[src/rtl/viterbi_decision_out_if.sv]
// Stream interface between the ACS lane array, the decision/output stage and the decoded-bit sink.
// Optional best_pm_out signal is present only when PM_REPORT_EN is defined.
interface viterbi_decision_out_if #(
    parameter int NUM_STATES = 4,
    parameter int PATH_WIDTH = 4,
    parameter int SEQ_WIDTH  = 5
);
    logic [NUM_STATES*PATH_WIDTH-1:0] pm_bus;
    logic [NUM_STATES*SEQ_WIDTH-1:0]  seq_bus;
    logic                             frame_done;
    logic                             out_ready;
    logic                             overrun_clr;
    logic                             dec_bit;
    logic                             dec_valid;
    logic                             dec_last;
    logic                             busy;
    logic                             overrun;
`ifdef PM_REPORT_EN
    logic [PATH_WIDTH-1:0]            best_pm_out;
`endif

    // Master is the ACS/sink side; slave is the decision stage.
    modport master (
`ifdef PM_REPORT_EN
        input  best_pm_out,
`endif
        output pm_bus, seq_bus, frame_done, out_ready, overrun_clr,
        input  dec_bit, dec_valid, dec_last, busy, overrun
    );

    modport slave (
`ifdef PM_REPORT_EN
        output best_pm_out,
`endif
        input  pm_bus, seq_bus, frame_done, out_ready, overrun_clr,
        output dec_bit, dec_valid, dec_last, busy, overrun
    );
endinterface

[src/rtl/viterbi_decision_out.sv]
// Viterbi decision stage: captures all lanes on frame_done, picks the max-metric lane one lane per cycle,
// then streams its survivor MSB-first. Define PM_REPORT_EN to expose the winning metric on best_pm_out.
module viterbi_decision_out #(
    parameter int NUM_STATES = 4,
    parameter int PATH_WIDTH = 4,
    parameter int SEQ_WIDTH  = 5
) (
    input logic                  clk,
    input logic                  reset,
    viterbi_decision_out_if.slave bus
);
    localparam int IDX_W  = (NUM_STATES > 1) ? $clog2(NUM_STATES) : 1;
    localparam int SCAN_W = $clog2(NUM_STATES + 1);
    localparam int CNT_W  = (SEQ_WIDTH > 1) ? $clog2(SEQ_WIDTH) : 1;

    localparam logic [1:0] S_IDLE   = 2'd0;
    localparam logic [1:0] S_SELECT = 2'd1;
    localparam logic [1:0] S_SHIFT  = 2'd2;

    logic [1:0]            state;
    logic [PATH_WIDTH-1:0] pm_cap  [NUM_STATES];
    logic [SEQ_WIDTH-1:0]  seq_cap [NUM_STATES];
    logic [IDX_W-1:0]      best_idx;
    logic [PATH_WIDTH-1:0] best_pm;
    logic [SCAN_W-1:0]     scan_idx;
    logic [SEQ_WIDTH-1:0]  shreg;
    logic [CNT_W-1:0]      count;
    logic                  overrun_q;
`ifdef PM_REPORT_EN
    logic [PATH_WIDTH-1:0] best_pm_q;
`endif

    logic             handshake;
    logic             last_bit;
    logic             capture;
    logic             scan_done;
    logic [IDX_W-1:0] scan_lane;

    // NOTE: every always_comb output gets a value on every path, so no latch is inferred.
    always_comb begin
        handshake = (state == S_SHIFT) && bus.out_ready;
        last_bit  = (count == CNT_W'(SEQ_WIDTH - 1));
        // A frame is taken when idle, or on the very edge that hands off the last bit.
        capture   = bus.frame_done && ((state == S_IDLE) || (handshake && last_bit));
        scan_done = (scan_idx == SCAN_W'(NUM_STATES));
        scan_lane = scan_idx[IDX_W-1:0];
    end

    // NOTE: sequential state uses non-blocking assignments so every register sees pre-edge values.
    always_ff @(posedge clk or negedge reset) begin
        if (!reset) begin
            state    <= S_IDLE;
            best_idx <= '0;
            best_pm  <= '0;
            scan_idx <= '0;
            shreg    <= '0;
            count    <= '0;
            // NOTE: the capture arrays are small and must read as zero after reset, so they are reset too.
            for (int i = 0; i < NUM_STATES; i++) begin
                pm_cap[i]  <= '0;
                seq_cap[i] <= '0;
            end
`ifdef PM_REPORT_EN
            best_pm_q <= '0;
`endif
        end else if (capture) begin
            for (int i = 0; i < NUM_STATES; i++) begin
                pm_cap[i]  <= bus.pm_bus[i*PATH_WIDTH +: PATH_WIDTH];
                seq_cap[i] <= bus.seq_bus[i*SEQ_WIDTH +: SEQ_WIDTH];
            end
            best_idx <= '0;
            best_pm  <= bus.pm_bus[PATH_WIDTH-1:0];
            scan_idx <= SCAN_W'(1);
            state    <= S_SELECT;
        end else begin
            case (state)
                S_SELECT: begin
                    if (scan_done) begin
                        shreg <= seq_cap[best_idx];
                        count <= '0;
                        state <= S_SHIFT;
`ifdef PM_REPORT_EN
                        best_pm_q <= best_pm;
`endif
                    end else begin
                        // Strictly greater: ties keep the lower lane index.
                        if (pm_cap[scan_lane] > best_pm) begin
                            best_idx <= scan_lane;
                            best_pm  <= pm_cap[scan_lane];
                        end
                        scan_idx <= scan_idx + 1'b1;
                    end
                end
                S_SHIFT: begin
                    if (handshake) begin
                        shreg <= shreg << 1;
                        count <= count + 1'b1;
                        if (last_bit) state <= S_IDLE;
                    end
                end
                default: ;
            endcase
        end
    end

    // A frame_done that is not accepted while busy is dropped; a new overrun beats the clear.
    always_ff @(posedge clk or negedge reset) begin
        if (!reset) begin
            overrun_q <= 1'b0;
        end else if (bus.frame_done && (state != S_IDLE) && !capture) begin
            overrun_q <= 1'b1;
        end else if (bus.overrun_clr) begin
            overrun_q <= 1'b0;
        end
    end

    assign bus.dec_valid = (state == S_SHIFT);
    assign bus.dec_bit   = bus.dec_valid && shreg[SEQ_WIDTH-1];
    assign bus.dec_last  = bus.dec_valid && last_bit;
    assign bus.busy      = (state != S_IDLE);
    assign bus.overrun   = overrun_q;
`ifdef PM_REPORT_EN
    assign bus.best_pm_out = best_pm_q;
`endif
endmodule

[src/flat_wrapper.sv]
// flat-port wrapper written by rule: the top's interface ports become plain ports
module viterbi_decision_out_flat 
#(
    parameter int NUM_STATES = 4,
    parameter int PATH_WIDTH = 4,
    parameter int SEQ_WIDTH  = 5
)
  (clk, reset, bus_pm_bus, bus_seq_bus, bus_frame_done, bus_out_ready, bus_overrun_clr, bus_dec_bit, bus_dec_valid, bus_dec_last, bus_busy, bus_overrun);
  viterbi_decision_out_if #(.NUM_STATES(NUM_STATES), .PATH_WIDTH(PATH_WIDTH), .SEQ_WIDTH(SEQ_WIDTH)) bus_i ();
  input logic clk;
  input logic reset;
  input wire logic [$bits(bus_i.pm_bus)-1:0] bus_pm_bus;
  input wire logic [$bits(bus_i.seq_bus)-1:0] bus_seq_bus;
  input wire logic [$bits(bus_i.frame_done)-1:0] bus_frame_done;
  input wire logic [$bits(bus_i.out_ready)-1:0] bus_out_ready;
  input wire logic [$bits(bus_i.overrun_clr)-1:0] bus_overrun_clr;
  output wire logic [$bits(bus_i.dec_bit)-1:0] bus_dec_bit;
  output wire logic [$bits(bus_i.dec_valid)-1:0] bus_dec_valid;
  output wire logic [$bits(bus_i.dec_last)-1:0] bus_dec_last;
  output wire logic [$bits(bus_i.busy)-1:0] bus_busy;
  output wire logic [$bits(bus_i.overrun)-1:0] bus_overrun;
  assign bus_i.pm_bus = bus_pm_bus;
  assign bus_i.seq_bus = bus_seq_bus;
  assign bus_i.frame_done = bus_frame_done;
  assign bus_i.out_ready = bus_out_ready;
  assign bus_i.overrun_clr = bus_overrun_clr;
  assign bus_dec_bit = bus_i.dec_bit;
  assign bus_dec_valid = bus_i.dec_valid;
  assign bus_dec_last = bus_i.dec_last;
  assign bus_busy = bus_i.busy;
  assign bus_overrun = bus_i.overrun;
  viterbi_decision_out #(.NUM_STATES(NUM_STATES), .PATH_WIDTH(PATH_WIDTH), .SEQ_WIDTH(SEQ_WIDTH)) u_core (.clk(clk), .reset(reset), .bus(bus_i));
endmodule
[config.mk]
export PLATFORM = sky130hd
export DESIGN_NAME = viterbi_decision_out_flat
export DESIGN_NICKNAME = d
export VERILOG_FILES = /design/src/rtl/viterbi_decision_out_if.sv /design/src/rtl/viterbi_decision_out.sv /design/src/flat_wrapper.sv
export SDC_FILE = /design/constraint.sdc
export NUM_CORES = 1
export LEC_CHECK = 0
export ABC_AREA = 1
export CORE_MARGIN = 2
export CORE_UTILIZATION = 50
export DETAILED_ROUTE_END_ITERATION = 8
export PLACE_DENSITY = 0.76
export SLEW_MARGIN = 20
export SYNTH_ARGS = -nofsm -noshare
export SYNTH_HDL_FRONTEND = slang
export SYNTH_SLANG_ARGS = --single-unit
[constraint.sdc]
create_clock -name clk -period 2.1 [get_ports clk]
set_input_delay 0.315 -clock clk [delete_from_list [all_inputs] [get_ports clk]]
set_output_delay 0.315 -clock clk [all_outputs]
set_load 0.005 [all_outputs]
== Word-level counts from Yosys, hierarchy flattened ==
Cells that the tools add are included.

* Bits in read-only memories: 0
* Bits of input ports: 41
* Bits in registers: 56
* Bits in latches: 0
* Memory bits (writable): 0
* Logic and storage cells: 83
* Memories: 0

* Multipliers: 0
* Shift operators: 0
* Multiplexer cells: 30
* Div/mod/pow operators: 0
* Bitwise logic cells: 3
* Add/subtract/negate cells: 2
* Equal/unequal tests: 10
* Reductions and logical operators: 20
* $lt $le $gt $ge: 3

{| class="wikitable"
|+ Operators with widths
! kind !! number
|-
| $mux 4 || 6
|-
| $mux 5 || 4
|-
| $mux 2 || 8
|-
| $mux 3 || 5
|-
| $bmux 5 s2 || 1
|-
| $pmux 5 s2 || 1
|-
| $reduce_bool 2->1 || 5
|-
| $bmux 4 s2 || 1
|-
| $reduce_and 4->1 || 2
|-
| $logic_and 1x1->1 || 7
|-
| $add 3x1->3 const B || 2
|-
| $eq 3x3->1 const B || 2
|-
| $ge 3x3->1 const B || 2
|-
| $ne 3x3->1 const B || 2
|-
| $not 2->3 || 2
|-
| $pmux 3 s2 || 1
|-
| $gt 4x4->1 || 1
|-
| $ne 2x1->1 const B || 2
|-
| $pmux 2 s2 || 1
|-
| $ne 3x1->1 const B || 1
|-
| $reduce_and 3->1 || 1
|-
| $reduce_bool 3->1 || 1
|-
| $eq 2x1->1 const B || 1
|-
| $eq 2x2->1 const B || 1
|-
| other kinds (7) || 8
|}

== Longest topological paths before layout ==
* Depth in word-level cells: 9
* Mapped depth: 15
* Gate-level depth less buffers: 13

== Worst setup path after synthesis ==
OpenSTA, ideal clock, no wires.

* Path kind: register -> register
* Start point: register u_core.scan_idx[0]
* End point: register u_core.best_pm[0]
* Buffers on the path: 1
* Setup slack: 0.190 ns
* Cell stages (with the launch flop): 14
* Setup time: 0.117 ns
* Data arrival time: 1.793 ns
* Period minus slack after synthesis: 1.910 ns
* Cells stage by stage: dfrtp_1 > buf_2 > or2_2 > nand3_1 > nand2_1 > ha_1 > nand2_1 > inv_1 > nand2_1 > nand2_1 > nand2_1 > nand2_1 > nand2_1 > nand2_1

* Cells in the longest elaborated chain, start to end: 8
* Elaborated cells on any way between the ends: 13
* Those cells by class: order compare: 1; eq/ne: 2; mux: 7; bitwise: 1; reduce/logical: 2

{| class="wikitable"
|+ Ends and longest elaborated chain
! element !! RTL line !! source
|-
| start, declared || viterbi_decision_out.sv:25 || <nowiki>logic [SCAN_W-1:0] scan_idx;</nowiki>
|-
| start signal, assigned || viterbi_decision_out.sv:91 || <nowiki>scan_idx <= scan_idx + 1'b1;</nowiki>
|-
| branches (longest 8 deep; another with $gt 4x4->1) || - ||
|-
| end signal, assigned || viterbi_decision_out.sv:72 || <nowiki>best_pm <= bus.pm_bus[PATH_WIDTH-1:0];</nowiki>
|-
| end signal, assigned || viterbi_decision_out.sv:89 || <nowiki>best_pm <= pm_cap[scan_lane];</nowiki>
|-
| end, declared || viterbi_decision_out.sv:24 || <nowiki>logic [PATH_WIDTH-1:0] best_pm;</nowiki>
|}

Parallel ways; which one is timed is not known. The select of a mux whose other input is x is not followed.
A chain may end at the register's enable or synchronous reset.

== Worst setup path after layout ==
* Start point: register u_core.state[0]
* End point: output bus_dec_valid

* Cells in the longest elaborated chain, start to end: 1

{| class="wikitable"
|+ Ends and longest elaborated chain
! element !! RTL line !! source
|-
| start, declared || viterbi_decision_out.sv:20 || <nowiki>logic [1:0] state;</nowiki>
|-
| start signal, assigned || viterbi_decision_out.sv:52 || <nowiki>state <= S_IDLE;</nowiki>
|-
| start signal, assigned || viterbi_decision_out.sv:74 || <nowiki>state <= S_SELECT;</nowiki>
|-
| start signal, assigned || viterbi_decision_out.sv:81 || <nowiki>state <= S_SHIFT;</nowiki>
|-
| $eq 2x2->1 || viterbi_decision_out.sv:117 || <nowiki>assign bus.dec_valid = (state == S_SHIFT);</nowiki>
|-
| end, declared || flat_wrapper.sv:18 || <nowiki>output wire logic [$bits(bus_i.dec_valid)-1:0] bus_dec_valid;</nowiki>
|}

No other way between the ends.

==> impl_metrics.ini <==
[placement]
port_buffers = 45
dpl.hpwl_um = 4180
gp_congestion = 0.836

[power_and_ir_drop]
power.density_nw_per_um2 = 555
leakagePower_nw = 1.83
peakVddDrop_v = 0.000380

[synth]
syn_nets = 416
ys_types = 22
synthesis.area_um2 = 2800
ys_ff_latch = 56
synthCells = 367
synth_area_per_cell_um2 = 7.64
synth-seq-area-share = 0.500
ys_top_cells_by_area = dfrtp_1 50%, nand2_1 25%, nand3_1 5.0%
yosysTopAreaCellShare = 0.500
synth_top_area_cell = dfrtp_1
ys_warn_count = 0

[routing]
firstDrtPassIters = 4
drtIter0Drc = 97
ant_nets = 0
drt-total-wl_um = 5990
post-route-drc-count = 0
viasPerCell = 4.85
num_vias = 2376
wl_per_cell_um = 12.2

[clock_tree]
cts.sinks = 56
cts_tree = done
h-tree-depth = 2
clockBufferDepth = 2
cts.clk_slew.worst_paths_ns = 0.10
clock_latency_ns = 0.31
cts_buffers = 5
clock-root-buffer = clkbuf_8

[grt]
antenna_found_initial = 0
grt_pass1_vias = 2458
grt_start_max_net_pins = 43
busiest_layer = met2
gr-usage-all-layers = 0.213
globalRoute.totalOverflow = 0
met1_usage = 0.267
grt_use_met2 = 0.369
grt_pass1_wl_um = 10600
use_met3 = 0.0420

[job]
max-cap-violations = 0

[floorplan]
die_w_um = 78.9
core_um2 = 5470
dieArea_um2 = 6220
fp-row-count = 27
initial_core_util = 0.512
die_y_um = 78.9
ios = 46

[timing]
period_needed_ns = 1.98
fin_crit_sh = 0.942
fmax_mhz = 506
fin_skew_ns = 0.00734
hold_viol = 0
tightest_slew_ns = 0.639
slew_headroom = 0.574
holdWs_ns = 0.0176
drv_slew = 0
finalSetupViolCount = 0
tns_ns = 0

[finish]
layout_common_cells = 179 x nand2_1, 54 x dfrtp_1, 44 x clkdlybuf4s50_1
nets = 466
nFillCells = 481
seqCellArea_um2 = 1400
multi_input_area_um2 = 1230
syn2layout_area_growth_pct = 24.8
n_antenna_cell = 0
drive_gt1_frac = 0.0885
final_common_cell = nand2_1

[worst_setup_path]
end_kind = output port
crit_fanout = 9
crit_type = reg2out
required_ns = 1.78
cpMaxStageDelayCell = clkdlybuf4s50_1
cp.arrival_ns = 1.66
cpPeakStageDelay_ns = 0.51
cp-start-kind = flop
path_cells = inv_1, nand2_2, inv_4, clkdlybuf4s50_1

[status]
status = completed

[worst_hold_path]
hold_path_class = in2async
## worst max-delay path: cells and delay by family (launching register included)
kind	cells	cell delay (ns)
buffers and inverters	3	0.76
DFF	1	0.43
and+or+nand+nor	1	0.16
## kinds of logic after synthesis
| logic type | share of synthesized area |
|---|---|
| adder cells (fa/ha/maj) | 0.0357 |
| AO/OA/AOI/OAI | 0.0522 |
| XOR/XNOR | 0.00625 |
| flip-flops | 0.500 |
| AND/OR/NAND/NOR | 0.330 |
| buffers and inverters | 0.0754 |
## state kept, by name (all words and copies together), names as in the netlist
| signal | count |
|---|---|
| u_core.shreg | 5 |
| u_core.count | 3 |
| u_core.scan_idx | 3 |
| u_core.state | 2 |
| u_core.bus.overrun | 1 |
| u_core.pm_cap | 16 |
| u_core.seq_cap | 20 |
| u_core.best_idx | 2 |
| u_core.best_pm | 4 |
## synth_stat cells
library cell  number
nand3_1           28
ha_1               8
inv_4              1
buf_4              1
nand2_1          183
o21bai_4           1
dfrtp_1           56
o21bai_1           1
or2_2              3
inv_2              1
buf_2              5
buf_6              5
nand2_4            1
nand2_2            2
clkbuf_1           1
clkinv_1           2
a21oi_1            2
xor2_1             2
nor2_1            15
o21ai_0           16
o21ai_1            6
inv_1             27
## power by group
group	internal (mW)	leakage [nW]	switching [mW]
logic	0.0698	1.09	0.0334
registers	1.08	0.678	0.000685
clock network	0.421	0.0645	0.337
total	1.57	1.83	0.371
## area by class of cell
cell class	instances	share of cell area
clock buffers	7	0.0275
clock inverters	1	0.00859
inverters	31	0.0358
multi-input cells	269	0.351
flip-flops and latches	56	0.401
well taps	72	0.0258
repair buffers	53	0.148
repair inverters	1	0.00215
## final timing paths
check | cells after the start | slack, ns | end | from
worst max register to register | 11 | 0.18 | u_core.best_pm[0] | u_core.scan_idx[0]
worst min register to register | 2 | 0.49 | u_core.pm_cap[8] | u_core.pm_cap[8]
worst min-delay path | 1 | 0.02 | u_core.seq_cap[12] | reset
min in group clk | 2 | 0.49 | u_core.pm_cap[8] | u_core.pm_cap[8]
max in group asynchronous | 2 | 1.51 | u_core.best_pm[3] | reset
worst max-delay path | 4 | 0.12 | bus_dec_valid | u_core.state[0]
## metal layers
layer | part of all wire | wire (um)
met1 | 0.44 | 2630
met4 | 0.022 | 133
met2 | 0.50 | 3000
met3 | 0.037 | 223
met5 | 0 | 0
## repair_timing
item | in CTS | in global routing
pin swaps | 0 | 2
setup buffers | 0 | 2
cloned | 0 | 2
resized for setup | 1 | 11
endpoints found under the hold margin | 0 | 0
setup endpoints to repair | 4 | 7
hold buffers | 0 | 0
## stage by stage
step / power [mW] / setup WS (ns) / std cells / area [um^2] / utilization
floorplan: 1.10 / 0.190 / 367 / 2800 / -
global placement: 1.21 / 0.132 / 478 / 3300 / 0.604
detailed placement: 1.21 / 0.0220 / 478 / 3300 / 0.604
CTS: 1.97 / 0.0661 / 486 / 3430 / 0.627
global route: 2.02 / -0.0163 / 490 / 3500 / 0.639
finish: 1.94 / 0.122 / 490 / 3500 / 0.639
(Power assumes the default switching activity.)
